[src/rtl/lcd_write_arbiter.sv]
// rtl/lcd_write_arbiter.sv - burst-locked round-robin arbiter in front of the lcd_write serializer
//
// Purpose:
//   Shares one lcd_write SPI serializer between N_REQ requesters. Channel 0 is
//   the init sequencer and is the only eligible channel until init_done is high.
//   A grant is held for a whole burst (until the word flagged req_last has been
//   written), so command/data sequences of different requesters never interleave.
//   Optional watchdog (build macro LCD_ARB_WDOG_EN) aborts a burst when
//   lcd_wr_done does not arrive within WD_CYCLES clocks.
//
// Ports:
//   clk         system clock
//   rst         asynchronous active-high reset
//   init_done   LCD init complete; while low only channel 0 may be granted
//   req         per-channel request, held high for the whole burst
//   req_data    flattened request words, channel i at [i*DATA_W +: DATA_W]
//   req_last    current word of channel i is the last of its burst
//   grant       one-hot owner of the serializer
//   req_ack     1-cycle pulse: current word of the owner has been written
//   lcd_data    word presented to lcd_write
//   lcd_en      1-cycle write strobe to lcd_write
//   lcd_wr_done 1-cycle completion pulse from lcd_write
//   busy        high whenever the arbiter is not idle
//   wd_err      1-cycle pulse on watchdog abort (constant 0 without the macro)

module lcd_write_arbiter #(
   parameter int N_REQ     = 3,
   parameter int DATA_W    = 9,
   parameter int WD_CYCLES = 4096
) (
   input  logic                    clk,
   input  logic                    rst,
   input  logic                    init_done,
   input  logic [N_REQ-1:0]        req,
   input  logic [N_REQ*DATA_W-1:0] req_data,
   input  logic [N_REQ-1:0]        req_last,
   output logic [N_REQ-1:0]        grant,
   output logic [N_REQ-1:0]        req_ack,
   output logic [DATA_W-1:0]       lcd_data,
   output logic                    lcd_en,
   input  logic                    lcd_wr_done,
   output logic                    busy,
   output logic                    wd_err
);

   localparam int PW = (N_REQ > 1) ? $clog2(N_REQ) : 1;

   typedef enum logic [1:0] {IDLE, ISSUE, WAIT, HOLD} state_t;

   state_t            state, state_nxt;
   logic [PW-1:0]     rr_ptr;     // last-served channel
   logic [PW-1:0]     gidx;       // index of the current owner
   logic [PW-1:0]     pick;
   logic              pick_vld;
   logic [N_REQ-1:0]  eligible;
   logic              last_q;
   logic              wd_expire;

   assign eligible = req & (init_done ? {N_REQ{1'b1}} : {{(N_REQ-1){1'b0}}, 1'b1});

   // Round-robin search starting just after the last-served channel.
   always_comb begin
      pick     = '0;
      pick_vld = 1'b0;
      for (int k = 1; k <= N_REQ; k++) begin
         if (!pick_vld && eligible[(int'(rr_ptr) + k) % N_REQ]) begin
            pick     = PW'((int'(rr_ptr) + k) % N_REQ);
            pick_vld = 1'b1;
         end
      end
   end

   // State register
   always_ff @(posedge clk or posedge rst) begin
      if (rst) state <= IDLE;
      else     state <= state_nxt;
   end

   // Next-state logic; a completion pulse takes priority over watchdog expiry.
   always_comb begin
      state_nxt = state;
      case (state)
         IDLE:  if (pick_vld) state_nxt = ISSUE;
         ISSUE: state_nxt = req[gidx] ? WAIT : IDLE;
         WAIT: begin
            if (lcd_wr_done)    state_nxt = last_q ? IDLE : HOLD;
            else if (wd_expire) state_nxt = IDLE;
         end
         HOLD:  state_nxt = ISSUE;
         default: state_nxt = IDLE;
      endcase
   end

   // Combinational outputs
   always_comb begin
      busy = (state != IDLE);
   end

   // Registered outputs and burst bookkeeping
   always_ff @(posedge clk or posedge rst) begin
      if (rst) begin
         grant    <= '0;
         req_ack  <= '0;
         lcd_data <= '0;
         lcd_en   <= 1'b0;
         last_q   <= 1'b0;
         gidx     <= '0;
         rr_ptr   <= '0;
      end else begin
         req_ack <= '0;
         lcd_en  <= 1'b0;
         case (state)
            IDLE: begin
               if (pick_vld) begin
                  grant <= {{(N_REQ-1){1'b0}}, 1'b1} << pick;
                  gidx  <= pick;
               end
            end
            ISSUE: begin
               if (!req[gidx]) begin
                  // requester abandoned the burst before its word went out
                  grant  <= '0;
                  rr_ptr <= gidx;
               end else begin
                  lcd_data <= req_data[int'(gidx)*DATA_W +: DATA_W];
                  last_q   <= req_last[gidx];
                  lcd_en   <= 1'b1;
               end
            end
            WAIT: begin
               if (lcd_wr_done) begin
                  req_ack <= grant;
                  if (last_q) begin
                     grant  <= '0;
                     rr_ptr <= gidx;
                  end
               end else if (wd_expire) begin
                  // ack lets the requester unwind; rest of the burst is dropped
                  req_ack <= grant;
                  grant   <= '0;
                  rr_ptr  <= gidx;
               end
            end
            default: ;
         endcase
      end
   end

`ifdef LCD_ARB_WDOG_EN
   localparam int CW = $clog2(WD_CYCLES + 1);

   logic [CW-1:0] wd_cnt;

   // wd_cnt counts completed WAIT cycles; expiry fires in the WD_CYCLES-th one.
   assign wd_expire = (state == WAIT) && (wd_cnt == CW'(WD_CYCLES - 1));

   always_ff @(posedge clk or posedge rst) begin
      if (rst) begin
         wd_cnt <= '0;
         wd_err <= 1'b0;
      end else begin
         wd_err <= (state == WAIT) && !lcd_wr_done && wd_expire;
         if (state == ISSUE)
            wd_cnt <= '0;
         else if (state == WAIT && !wd_expire)
            wd_cnt <= wd_cnt + 1'b1;
      end
   end
`else
   assign wd_expire = 1'b0;
   assign wd_err    = 1'b0;
`endif

endmodule

[config.mk]
export PLATFORM = sky130hd
export DESIGN_NAME = lcd_write_arbiter
export DESIGN_NICKNAME = d
export VERILOG_FILES = /design/src/rtl/lcd_write_arbiter.sv
export SDC_FILE = /design/constraint.sdc
export NUM_CORES = 1
export LEC_CHECK = 0
export CAP_MARGIN = 30
export CORE_ASPECT_RATIO = 1.1
export CORE_MARGIN = 2
export CORE_UTILIZATION = 47
export CTS_CLUSTER_DIAMETER = 150
export DETAILED_ROUTE_END_ITERATION = 7
export GPL_TIMING_DRIVEN = 0
export PLACE_DENSITY = 0.84
export SLEW_MARGIN = 20
export SYNTH_ARGS = -nofsm -noshare
export SYNTH_HDL_FRONTEND = slang
export SYNTH_SLANG_ARGS = --single-unit
[constraint.sdc]
create_clock -name clk -period 6.29 [get_ports clk]
set_input_delay 0.629 -clock clk [delete_from_list [all_inputs] [get_ports clk]]
set_output_delay 0.629 -clock clk [all_outputs]
set_load 0.01 [all_outputs]
==> results.yml <==
run_status:
  status: "finished, final reports clean"
cts:
  postCtsHoldBufs: 0
  clk_latency_ns: 0.33
  cts_sinks: 23
  root_buffer: "clkbuf_4"
  cts_tree: "done"
  cts_max_path_buffers: 2
  ctsResizeCount: 0
  clkTransAtPathRegs_ns: 0.13
  htree_num_levels: 1
  cts_setup_buffers: 0
  cts_buffers: 3
synth:
  ys_seq_area_frac: 0.404
  syn_nets: 202
  yosys.area.top_type: "dfrtp_1"
  synth_seq_cells: 23
  yosysMostFrequentCell: "dfrtp_1"
  synth_edf_count: 0
  syn_inst: 157
  netlist_area_mm2: 0.00143
  synthArstFlopShare: 1.00
  synth_area_per_cell_um2: 9.09
  synth_top_area_frac: 0.404
  synthFlopType: "dfrtp_1"
  synth.distinct_cells: 37
  ys_top_cells_by_count: "dfrtp_1 (23), a21oi_1 (16), inv_1 (14), nor2_1 (14), nand2_1 (13)"
  yosys_warnings: 0
  synth.area.top_cells: "dfrtp_1 (40%), mux2i_1 (7.7%), ha_1 (7.0%)"
routing:
  wl_mm: 3.81
  routed_via_density: 5.60
  drc: 0
  drt_iter0_markers: 58
  vias: 1389
  firstDrtPassIters: 4
  wire_per_inst_um: 15.4
  ant_nets: 0
pwr:
  combPwrFrac: 0.624
  p_sw_frac: 0.422
  power_switching_w: 0.000351
  p_per_area_mw_per_mm2: 408
  p_leak_nw: 0.910
  p_int_w: 0.000482
  power.clock.fraction: 0.088
  ir_drop_mv: 0.269
  power.share.sequential: 0.289
worst_hold_path:
  hold_path.class: "register to register"
floorplan:
  start_util: 0.504
  io_pins: 55
  core-area_mm2: 0.00283
  die_area_mm2: 0.00349
  die_x_um: 56.5
  chipHeight_um: 61.8
  rows: 20
sta:
  rsz0062_at_grt: "no"
  final-hold-violation-count: 0
  setup-violations-final: 0
  clock_skew_ns: 0.00995
  maxSlewHeadroom: 0.529
  tns_ns: 0
  finalCriticalPeriod_ns: 2.47
  fmax_mhz: 404
  worstMarginPinSlew_ns: 0.706
  period_share: 0.393
  finalMaxSlewViolations: 0
global_routing:
  grt_pass1_wl_mm: 6.22
  grt_pass1_vias: 1422
  grt_max_degree: 24
  track_usage: 0.232
  antenna_found_initial: 0
  grt_overflow: 0
place:
  io_buffer_count: 53
  globalplace.congestion: 0.806
  dp_hpwl_mm: 3.01
  placed_cell_area_mm2: 0.00200
worst_setup_path:
  setup.worst_path.start_class: "input port"
  end_kind: "register"
  crit_type: "input port to register"
  slowest_delay_ns: 0.49
  crit_slowest_cell: "clkdlybuf4s50_1"
  cp_max_fo: 9
  crit_required_ns: 6.51
  crit_arrival_ns: 2.69
  path_cells: "clkdlybuf4s50_1 -> mux2i_1 -> nor2_1 -> o21ai_1 -> inv_1 -> a21oi_1 -> mux2_2"
layout:
  area_growth_pct: 43.2
  drive_above_1_share: 0.0791
  final_area_mm2: 0.00204
  diodes: 0
  finish.net_count: 261
job:
  maxCapViolations: 0
## path summary, 6_finish.rpt
| kind | slack, ns | startpoint | endpoint | depth (start not counted) |
|---|---|---|---|---|
| min in group asynchronous | 0.60 | rst | lcd_data[8]$_DFFE_PP0P_ | 2 |
| worst min register to register | 0.50 | lcd_data[0]$_DFFE_PP0P_ | lcd_data[0]$_DFFE_PP0P_ | 2 |
| worst max register to register | 3.83 | rr_ptr[0]$_DFFE_PP0P_ | gidx[1]$_DFFE_PP0P_ | 6 |
| worst min-delay path | 0.50 | lcd_data[0]$_DFFE_PP0P_ | lcd_data[0]$_DFFE_PP0P_ | 2 |
| worst max-delay path | 3.82 | req[2] | rr_ptr[0]$_DFFE_PP0P_ | 7 |
| max in group asynchronous | 5.22 | rst | grant[0]$_DFFE_PP0P_ | 3 |
## metrics by stage
stage / setup WS, ns / power (W) / instances / hold slack, ns / util
after floorplan: 4.08 / 0.000570 / 157 / 0.488 / -
after global placement: 3.62 / 0.000728 / 243 / 0.464 / 0.707
after detailed placement: 3.53 / 0.000760 / 243 / 0.476 / 0.707
after CTS: 3.82 / 0.000833 / 247 / 0.504 / 0.717
after global routing: 3.68 / 0.000893 / 248 / 0.542 / 0.723
final: 3.82 / 0.000833 / 248 / 0.503 / 0.723
## power by group through the flow
stage | Clock, W | Combinational, W | Sequential, W
2_1_floorplan | 0 | 0.000315 | 0.000254
3_3_place_gp | 0 | 0.000487 | 0.000240
3_5_place_dp | 0 | 0.000516 | 0.000243
4_1_cts | 0.0000747 | 0.000518 | 0.000240
5_1_grt | 0.0000824 | 0.000564 | 0.000248
6_report | 0.0000732 | 0.000519 | 0.000240
## placed cells by master, fill, tap and decap left out, types with 2 or more instances in the layout
cell type	netlist	routed
a31oi_1	3	3
nand2_1	13	13
dfrtp_1	23	23
ha_1	8	8
inv_1	14	14
a31o_1	2	2
o41ai_1	2	2
nand2b_1	2	2
clkbuf_4	0	3
nand4b_1	4	4
a21oi_1	16	16
nor2_1	14	14
clkbuf_1	4	4
clkdlybuf4s50_1	0	53
o21ai_0	11	11
mux2_2	4	4
nand3_1	3	3
mux2i_1	11	11
and3_1	3	3
## cell families after synthesis
group	Yosys count	share of synthesized area
DFF	23	0.404
AOI/OAI and AO/OA	42	0.181
buffers and inverters	22	0.0667
other	1	0.00263
and+or+nand+nor	46	0.168
muxes	15	0.109
adders and majority gates	8	0.0702
## final cells by class
| class | instances | area [um^2] |
|---|---|---|
| fill | 237 | 785 |
| multi-input combinational | 112 | 756 |
| sequential | 23 | 576 |
| timing repair buffer | 54 | 546 |
| inverter | 14 | 52.6 |
| buffer | 8 | 42.5 |
| tap | 33 | 41.3 |
| clock buffer | 3 | 22.5 |
| clock inverter | 1 | 7.51 |
## critical path: cells and delay by family
| family | cells | cell delay [ns] |
|---|---|---|
| AOI/OAI and AO/OA | 2 | 0.76 |
| buffers and inverters | 2 | 0.64 |
| muxes | 2 | 0.59 |
| and+or+nand+nor | 1 | 0.06 |
## state kept, by name, indices dropped and copies added (netlist names)
| signal | count |
|---|---|
| last_q | 1 |
| state | 2 |
| gidx | 2 |
| lcd_data | 9 |
| grant | 3 |
| rr_ptr | 2 |
| req_ack | 3 |
| lcd_en | 1 |
## routing by layer
layer	vias to the layer above	global-route usage	wire, um
met2	58	0.468	2070
met4	0	0.0918	56
met5	-	0	0
met1	658	0.236	1480
met3	10	0.0476	205
li1	663	-	-
No activity file was read; power rests on OpenSTA's default activity.
